## src/rtl/spi_frame_rx.sv

```systemverilog
// SPI mode-0 slave front end: oversamples the async SPI pins on the system clock,
// deserialises fixed-width frames into a one-entry valid/ready buffer and shifts a response out.
module spi_frame_rx #(
    parameter int unsigned FRAME_W = 10,
    parameter int unsigned CNT_W   = $clog2(FRAME_W + 1)
) (
    input  logic               clk,
    input  logic               rst,
    input  logic               sclk,
    input  logic               cs,
    input  logic               mosi,
    output logic               miso,
    input  logic [FRAME_W-1:0] tx_data,
    input  logic               tx_load,
    output logic [FRAME_W-1:0] rx_data,
    output logic               rx_valid,
    input  logic               rx_ready,
    output logic               busy,
    output logic               overrun,
    output logic               frame_err
);

    typedef enum logic [1:0] {StIdle, StActive, StWaitDesel} state_e;

    state_e             state;
    logic               sclk_s1, sclk_s2, sclk_d;
    logic               cs_s1, cs_s2, cs_d;
    logic               mosi_s1, mosi_s2;
    logic [1:0]         settle;
    logic               armed;
    logic [FRAME_W-1:0] shadow;
    logic [FRAME_W-1:0] tx_shift;
    logic [FRAME_W-1:0] rx_shift;
    logic [CNT_W-1:0]   count;
    logic               done;

    logic               sclk_rise, sclk_fall;
    logic               cs_rise, cs_fall;
    logic [FRAME_W-1:0] tx_first;

    // A cs rise is honoured only after cs has been seen low on a filled synchroniser, so a
    // reset taken while cs is held high cannot join a frame mid-stream.
    assign sclk_rise = sclk_s2 & ~sclk_d;
    assign sclk_fall = ~sclk_s2 & sclk_d;
    assign cs_rise   = armed & cs_s2 & ~cs_d;
    assign cs_fall   = ~cs_s2 & cs_d;
    assign tx_first  = tx_load ? tx_data : shadow;

    always_ff @(posedge clk) begin
        if (rst) begin
            state     <= StIdle;
            sclk_s1   <= 1'b0;
            sclk_s2   <= 1'b0;
            sclk_d    <= 1'b0;
            cs_s1     <= 1'b0;
            cs_s2     <= 1'b0;
            cs_d      <= 1'b0;
            mosi_s1   <= 1'b0;
            mosi_s2   <= 1'b0;
            settle    <= 2'd0;
            armed     <= 1'b0;
            shadow    <= '0;
            tx_shift  <= '0;
            rx_shift  <= '0;
            count     <= '0;
            done      <= 1'b0;
            miso      <= 1'b0;
            rx_data   <= '0;
            rx_valid  <= 1'b0;
            busy      <= 1'b0;
            overrun   <= 1'b0;
            frame_err <= 1'b0;
        end else begin
            sclk_s1 <= sclk;
            sclk_s2 <= sclk_s1;
            sclk_d  <= sclk_s2;
            cs_s1   <= cs;
            cs_s2   <= cs_s1;
            cs_d    <= cs_s2;
            mosi_s1 <= mosi;
            mosi_s2 <= mosi_s1;

            if (settle != 2'd3) begin
                settle <= settle + 2'd1;
            end
            if (settle == 2'd3 && !cs_s2) begin
                armed <= 1'b1;
            end

            overrun   <= 1'b0;
            frame_err <= 1'b0;
            done      <= 1'b0;

            if (tx_load) begin
                shadow <= tx_data;
            end

            // Hand the completed frame to the buffer one cycle after the last bit lands.
            if (done) begin
                if (!rx_valid || rx_ready) begin
                    rx_data  <= rx_shift;
                    rx_valid <= 1'b1;
                end else begin
                    overrun <= 1'b1;
                end
            end else if (rx_valid && rx_ready) begin
                rx_valid <= 1'b0;
            end

            unique case (state)
                StIdle: begin
                    miso <= 1'b0;
                    if (cs_rise) begin
                        tx_shift <= tx_first;
                        miso     <= tx_first[FRAME_W-1];
                        count    <= '0;
                        state    <= StActive;
                        busy     <= 1'b1;
                    end
                end

                StActive: begin
                    if (cs_fall) begin
                        if (count != '0) begin
                            frame_err <= 1'b1;
                        end
                        miso  <= 1'b0;
                        state <= StIdle;
                        busy  <= 1'b0;
                    end else if (sclk_rise) begin
                        rx_shift <= {rx_shift[FRAME_W-2:0], mosi_s2};
                        count    <= count + CNT_W'(1);
                        if (count == CNT_W'(FRAME_W - 1)) begin
                            done  <= 1'b1;
                            miso  <= 1'b0;
                            state <= StWaitDesel;
                            busy  <= 1'b0;
                        end
                    end else if (sclk_fall) begin
                        tx_shift <= {tx_shift[FRAME_W-2:0], 1'b0};
                        miso     <= tx_shift[FRAME_W-2];
                    end
                end

                StWaitDesel: begin
                    miso <= 1'b0;
                    if (cs_fall) begin
                        state <= StIdle;
                    end
                end

                default: begin
                    miso  <= 1'b0;
                    state <= StIdle;
                    busy  <= 1'b0;
                end
            endcase
        end
    end

endmodule
```

## config.mk

```make
export PLATFORM = sky130hd
export DESIGN_NAME = spi_frame_rx
export DESIGN_NICKNAME = d
export VERILOG_FILES = /design/src/rtl/spi_frame_rx.sv
export SDC_FILE = /design/constraint.sdc
export NUM_CORES = 1
export LEC_CHECK = 0
export BUFFER_PORTS_ARGS = -buffer_cell sky130_fd_sc_hd__buf_2
export CORE_MARGIN = 2
export CORE_UTILIZATION = 44
export DETAILED_ROUTE_END_ITERATION = 10
export GPL_ROUTABILITY_DRIVEN = 1
export SYNTH_ARGS = -nofsm -noshare
export SYNTH_HDL_FRONTEND = slang
export SYNTH_SLANG_ARGS = --single-unit
```

## constraint.sdc

```tcl
create_clock -name clk -period 1.6 [get_ports clk]
set_input_delay 0.08 -clock clk [delete_from_list [all_inputs] [get_ports clk]]
set_output_delay 0.08 -clock clk [all_outputs]
set_load 0.01 [all_outputs]
```

==> summary.md, run 1 <==
| Metric | Value |
|---|---|
| Share of synthesized area spent on multiplexers | `12.6%` |
| Delay of the slowest cell on the worst path | `0.41 ns` |
| Cell Count Post-Placement | `342` |
| Synth Net Count | `272` |
| Hold path depth | `3` |
| Die height | `78.7 µm` |
| Number of placement rows | `27` |
| Async set-or-reset flop fraction in the synthesized netlist | `0%` |
| Final max-slew violation count | `0` |
| Flip-flop cell with the highest count after synthesis | `dfxtp_1` |
| Largest vdd supply drop | `0.000507 V` |
| Top post-synthesis cells by area | `dfxtp_1 (51%), mux2i_1 (13%), nor2_1 (6.0%), ha_1 (3.6%), a21oi_1 (2.9%)` |
| Warning count from the yosys run | `0` |
| Register bit total from synthesis | `62` |
| Adder-cell share of the synthesized area | `3.57%` |
| Final hold viol count | `0` |
| Max-Slew Margin vs Limit | `78.2%` |
| Post-synthesis compound-gate area fraction | `9.58%` |
| Worst reg2reg setup slack | `0.15 ns` |
| Top Ports | `32` |
| Period minus WS final | `1.45 ns` |
| Mean cell area of the mapped netlist | `9.90 µm²` |
| Number of sinks driven by the clock tree | `62` |
| Antenna-violating nets left | `0` |
| Netlist area before placement | `2450 µm²` |
| Final setup vio count | `0` |
| Depth of the worst register-to-register path | `4` |
| Logic pwr share | `6.1%` |
| Achievable clock frequency | `0.688 GHz` |
| Number of buffers inserted by port buffering | `31` |
| Diodes inserted | `0` |
| Internal power contribution | `2.25 mW` |
| Number of buffers on the longest clock path | `2` |
| Clock skew after layout | `0.00854 ns` |
| Initial antenna violation count | `0` |
| Max-cap violations | `0` |
| Skew-Pair Late Insertion Delay | `0.34 ns` |
| Cell variety after synth | `38` |
| Post-layout instance area | `2890 µm²` |
| # nets final | `311` |
| Net switching power figure | `658 µW` |
| Die Footprint | `6190 µm²` |
| Core utilization of the finished layout | `53.1%` |
| Average detailed-routed wire length per instance | `12.5 µm` |
| Number of enable-type register cells in the synthesized netlist | `0` |
| Routability congestion estimate | `0.800` |
| Total grt overflow | `0` |
| Number of global-route vias before repair | `1759` |
| Largest net degree at the start of global routing | `25` |
| Critical Path AT | `1.72 ns` |
| Basic-gate share of the synthesized area counting and, or, nand and nor cells | `17.4%` |
| Clock tree from TritonCTS | `yes` |
| Hold crit path type | `in -> reg` |
| Worst setup path category | `reg -> reg` |
| Number of setup buffers added after CTS | `0` |
| Kind of capture point of the worst setup path | `flop` |
| Initial Utilization | `45.1%` |
| Tcrit/Tclk final | `90.9%` |
| Sequential area share after synthesis | `50.6%` |
| Switch share | `22.7%` |
| Part of the total power dissipated in the clock network | `38.8%` |
| Power density relative to cell area | `1010 nW/µm²` |
| Post-Syn Instances | `248` |
| Kind of launch point of the worst setup path | `flop` |
| Fraction of final layout cells sized beyond drive strength 1 | `19.3%` |
| Overall global routing resource usage | `16.1%` |
| Area Overhead vs Synth | `17.7%` |
| Leading cell type by number of instances after synthesis | `dfxtp_1` |
| Total half-perimeter wirelength after legalization and detailed placement | `2970 µm` |
| Maximum fanout count along the critical path | `9` |
| Total clock buffers created by CTS | `9` |
| Run status | `finished clean` |
| Unrepaired setup endpoints after global routing | `no` |
| Cell area after placement | `2670 µm²` |
| Pre-CTS WS | `0.0692 ns` |
| Final non-filler cell total | `362` |
| Count of routing violations after the opening detailed-route iteration | `100` |
| Most frequent cells after synthesis | `dfxtp_1 (62), nor2_1 (39), mux2i_1 (31), a21oi_1 (14), nand3_1 (12)` |
| Cell leakage power | `1.37 nW` |
| Global-route wire length before repair | `7670 µm` |
| Post-synth top area cell | `dfxtp_1` |
| H-Tree Depth | `3` |
| Detailed Routing Iterations Pass 1 | `4` |
| Clock tree root buffer cell | `clkbuf_8` |
| Sequential power share | `55.2%` |
| Slew at the pin closest to its max-slew limit | `0.327 ns` |
| Required time of the worst setup path | `1.87 ns` |
| Mean number of vias per cell | `5.13` |
| X dimension of the die | `78.7 µm` |
| Dominant combinational cell family by area after synthesis | `simple AND/OR/NAND/NOR gates` |
| Area share of the leading cell type in the synthesized netlist | `50.6%` |
| Worst path setup slack after routing | `0.145 ns` |
| Core area | `5440 µm²` |
| Setup TNS after final layout | `0 ns` |
| Routed wire length | `4520 µm` |
| DRC violation count after routing | `0` |
| Via count of the routed design | `1856` |
| Share of the synthesized netlist area taken by xor and xnor gates | `0.714%` |
| Cells traversed along the worst timing path | `and2b_1, and4b_2, o221ai_1, a21oi_1` |
| Post-CTS clock slew at the launch and capture registers of the worst setup and hold paths | `0.06 ns` |
| Slowest stage cell, crit path | `dfxtp_1` |
[area by class of cell]
class,instances,area [µm²]
multi-input combinational,160,1090
clock buffer,12,145
tap,72,90.1
fill,512,2550
inverter,10,37.5
sequential,62,1240
clock inverter,2,10.0
timing repair buffer,44,280
[flip-flops by register name, indices dropped and copies added (netlist names), 2 cells and up]
signal,count
rx_data,10
rx_shift,10
shadow,10
tx_shift,9
count,4
settle,2
state,2
[metal layers]
| metal | vias to the layer above | GRT usage (%) | routed length (µm) |
|---|---|---|---|
| li1 | 934 | - | - |
| met1 | 865 | 20.0 | 2190 |
| met2 | 45 | 23.6 | 1980 |
| met3 | 12 | 5.00 | 232 |
| met4 | 0 | 11.4 | 117 |
| met5 | - | 0 | 0 |
[final timing paths]
check / endpoint / from
max: tx_shift[2] / state[0]
min: shadow[2] / tx_data[2]
max reg2reg: tx_shift[2] / state[0]
min reg2reg: mosi_s2 / mosi_s1
[placed cells by master, fill, tap and decap left out, types with 2 or more instances in the layout]
cell / count
nand2b_1: 2
a21oi_1: 14
o2111ai_1: 2
nand2_1: 11
and3_1: 2
inv_1: 10
buf_4: 6
nor2_1: 39
nand3_1: 12
nor3_1: 2
clkinv_2: 2
or3_1: 2
o221ai_1: 8
clkbuf_8: 10
clkbuf_1: 2
dfxtp_1: 62
o31ai_1: 2
mux2i_1: 31
buf_2: 31
dlygate4sd3_1: 6
ha_1: 7
o211ai_1: 2
nor2b_1: 6
[worst max-delay path: cells and delay by family (launching register included)]
family | cells | cell delay (ns)
flip-flops | 1 | 0.41
AND/OR/NAND/NOR | 2 | 0.70
AO/OA/AOI/OAI | 2 | 0.28
[through the flow]
step	hold slack, ns	total power [mW]
after floorplan	0.160	1.75
after global placement	0.289	1.79
after detailed placement	0.296	1.80
after CTS	0.00114	2.95
after global routing	0.0306	3.04
final	0.0104	2.91
[repair_timing]
action / CTS / global route
endpoints found under the hold margin: 6 / 0
hold buffers: 6 / 0
resized for setup: 0 / 2
endpoints found under the setup margin: 0 / 8
[logic make-up (layout without fill, tap and decap cells)]
group / Yosys count / count (layout)
adder cells (fa/ha/maj): 7 / 7
XOR/XNOR: 2 / 2
multiplexers: 31 / 31
AND/OR/NAND/NOR: 86 / 86
AO/OA/AOI/OAI: 34 / 34
flip-flops: 62 / 62
buffers and inverters: 26 / 68
[power groups by stage]
stage | logic, mW | clock network (mW) | registers (mW)
6_report | 0.177 | 1.13 | 1.60
5_1_grt | 0.201 | 1.23 | 1.61
4_1_cts | 0.178 | 1.17 | 1.60
3_5_place_dp | 0.164 | 0 | 1.64
3_3_place_gp | 0.159 | 0 | 1.63
2_1_floorplan | 0.117 | 0 | 1.63
No activity file was read; power rests on OpenSTA's default activity.
==> run 2, diff against run 1 <==
==> constraint.sdc (replaced) <==
create_clock -name clk -period 1.6 [get_ports clk]
set_input_delay 0.16 -clock clk [delete_from_list [all_inputs] [get_ports clk]]
set_output_delay 0.16 -clock clk [all_outputs]
set_load 0.01 [all_outputs]
==> run 2 against run 1 <==
Count of clock-buffer cells in the layout did not move. Sequential power barely moved. Highest routed layer unchanged. Largest power group unchanged. Core utilization fell by 1.1 points. Critical path type unchanged. Critical endpoint is now tx_shift[8].
==> summary.md, run 2 (synthesis results as in run 1) <==
| Metric | Value |
|---|---|
| Cells traversed along the worst timing path | `and2b_1, and4b_2, o221ai_1, a21oi_1` |
| Clock tree from TritonCTS | `yes` |
| Delay of the slowest cell on the worst path | `0.40 ns (about the same)` |
| Worst path setup slack after routing | `0.144 ns (-0.00144 ns)` |
| X dimension of the die | `78.7 µm (unchanged)` |
| Worst setup path category | `reg -> reg` |
| Number of buffer and inverter instances along the worst setup path | `0 (unchanged)` |
| Die Footprint | `6190 µm² (unchanged)` |
| Final setup vio count | `0 (unchanged)` |
| Number of placement rows | `27 (unchanged)` |
| Required time of the worst setup path | `1.87 ns (about the same)` |
| Multi-input gate area in the final layout | `1090 µm² (unchanged)` |
| Top Family by Delay on Critical Path | `simple AND/OR/NAND/NOR gates` |
| Diodes inserted | `0 (unchanged)` |
| Average detailed-routed wire length per instance | `12.6 µm (+0.52%)` |
| Max-cap violations | `0 (unchanged)` |
| Final non-filler cell total | `356 (-1.7%)` |
| Pre-CTS WS | `0.0692 ns (unchanged)` |
| Number of buffers inserted by port buffering | `31 (unchanged)` |
| Tcrit/Tclk final | `91.0% (about the same)` |
| Overall global routing resource usage | `15.9% (-0.15 points)` |
| Largest vdd supply drop | `0.000507 V (about the same)` |
| Clock tree root buffer cell | `clkbuf_8` |
| Setup TNS after final layout | `0 ns (unchanged)` |
| Total half-perimeter wirelength after legalization and detailed placement | `2970 µm (unchanged)` |
| Mean number of vias per cell | `5.08 (-0.89%)` |
| Number of global-route vias before repair | `1737 (-1.3%)` |
| Detailed Routing Iterations Pass 1 | `4 (unchanged)` |
| Skew-Pair Late Insertion Delay | `0.33 ns (about the same)` |
| Clock skew after layout | `0.00895 ns (+0.000416 ns)` |
| Critical Path AT | `1.72 ns (about the same)` |
| Total clock buffers created by CTS | `9 (unchanged)` |
| Period minus WS final | `1.46 ns (+0.00144 ns)` |
| CTS Hold Bufs | `0 (-6)` |
| Largest net degree at the start of global routing | `25 (unchanged)` |
| Most common library cell in the layout ignoring fill and taps | `dfxtp_1` |
| Most frequent cells in the layout | `dfxtp_1 (62), nor2_1 (39), mux2i_1 (31), buf_2 (31), a21oi_1 (14)` |
| Routability congestion estimate | `0.800 (unchanged)` |
| Top Ports | `32 (unchanged)` |
| Power density relative to cell area | `1020 nW/µm² (+1.7%)` |
| Filler instances | `517 (+0.98%)` |
| Worst hold slack | `0.0395 ns (+0.0291 ns)` |
| Achievable clock frequency | `0.687 GHz (about the same)` |
| Cell leakage power | `1.35 nW (-1.8%)` |
| Antenna-violating nets left | `0 (unchanged)` |
| Initial Utilization | `45.1% (unchanged)` |
| Number of buffers on the longest clock path | `2 (unchanged)` |
| Global-route wire length before repair | `7590 µm (-0.98%)` |
| Die height | `78.7 µm (unchanged)` |
| Area Overhead vs Synth | `15.3%` |
| Kind of capture point of the worst setup path | `flop` |
| Number of setup buffers added after CTS | `0 (unchanged)` |
| Post-CTS clock slew at the launch and capture registers of the worst setup and hold paths | `0.06 ns (about the same)` |
| H-Tree Depth | `3 (unchanged)` |
| Slew at the pin closest to its max-slew limit | `0.321 ns (-0.00623 ns)` |
| Routed wire length | `4470 µm (-1.2%)` |
| Registers with the most flip-flops | `rx_data: 10 flops, rx_shift: 10 flops, shadow: 10 flops` |
| Fraction of final layout cells sized beyond drive strength 1 | `19.7% (+0.41 points)` |
| Final hold viol count | `0 (unchanged)` |
| Storage cell area | `1240 µm² (unchanged)` |
| Via count of the routed design | `1809 (-2.5%)` |
| Max-Slew Margin vs Limit | `78.6% (+0.42 points)` |
| Unrepaired setup endpoints after global routing | `no` |
| Slowest stage cell, crit path | `dfxtp_1` |
| Total grt overflow | `0 (unchanged)` |
| Initial antenna violation count | `0 (unchanged)` |
| Post-CTS resize count | `0 (unchanged)` |
| Final max-slew violation count | `0 (unchanged)` |
| Kind of launch point of the worst setup path | `flop` |
| Count of routing violations after the opening detailed-route iteration | `78 (-22%)` |
| DRC violation count after routing | `0 (unchanged)` |
| Number of sinks driven by the clock tree | `62 (unchanged)` |
| Run status | `finished clean` |
| Core area | `5440 µm² (unchanged)` |
| # nets final | `305 (-1.9%)` |
| Cell Count Post-Placement | `342 (unchanged)` |
| Total design power | `2.89 mW (-0.41%)` |
| Maximum fanout count along the critical path | `9 (unchanged)` |
| Hold crit path type | `in -> reg` |
-- run 2: cell type report --
class / count / share of cell area, %
clock inverters: 2 / 0.354
repair buffers: 38 / 7.78
multi-input cells: 160 / 38.4
flip-flops and latches: 62 / 43.9
well taps: 72 / 3.18
inverters: 10 / 1.33
clock buffers: 12 / 5.13
-- run 2: power by group --
group	internal, mW	switching, mW
clock network	0.582	0.544
logic	0.0721	0.0933
registers	1.58	0.0188
-- run 2: worst paths after layout --
path | from | end | slack, ns | cells after the start
setup reg to reg | state[0] | tx_shift[8] | 0.14 | 4
hold reg to reg | mosi_s1 | mosi_s2 | 0.43 | 1
hold / removal | sclk | sclk_s1 | 0.04 | 2
setup / recovery | state[0] | tx_shift[8] | 0.14 | 4
-- run 2: layer usage --
| layer | GRT usage [%] | wire length [µm] | vias up |
|---|---|---|---|
| met1 | 19.8 | 2180 | 840 |
| met2 | 23.2 | 1940 | 36 |
| li1 | - | - | 920 |
| met4 | 11.4 | 145 | 0 |
| met5 | 0 | 0 | - |
| met3 | 5.00 | 202 | 13 |
-- run 2: metrics by stage --
step	cell area (µm²)	utilization (%)
floorplan	2450	-
global placement	2670	49.0
detailed placement	2670	49.0
CTS	2820	51.9
global route	2830	52.0
finish	2830	52.0
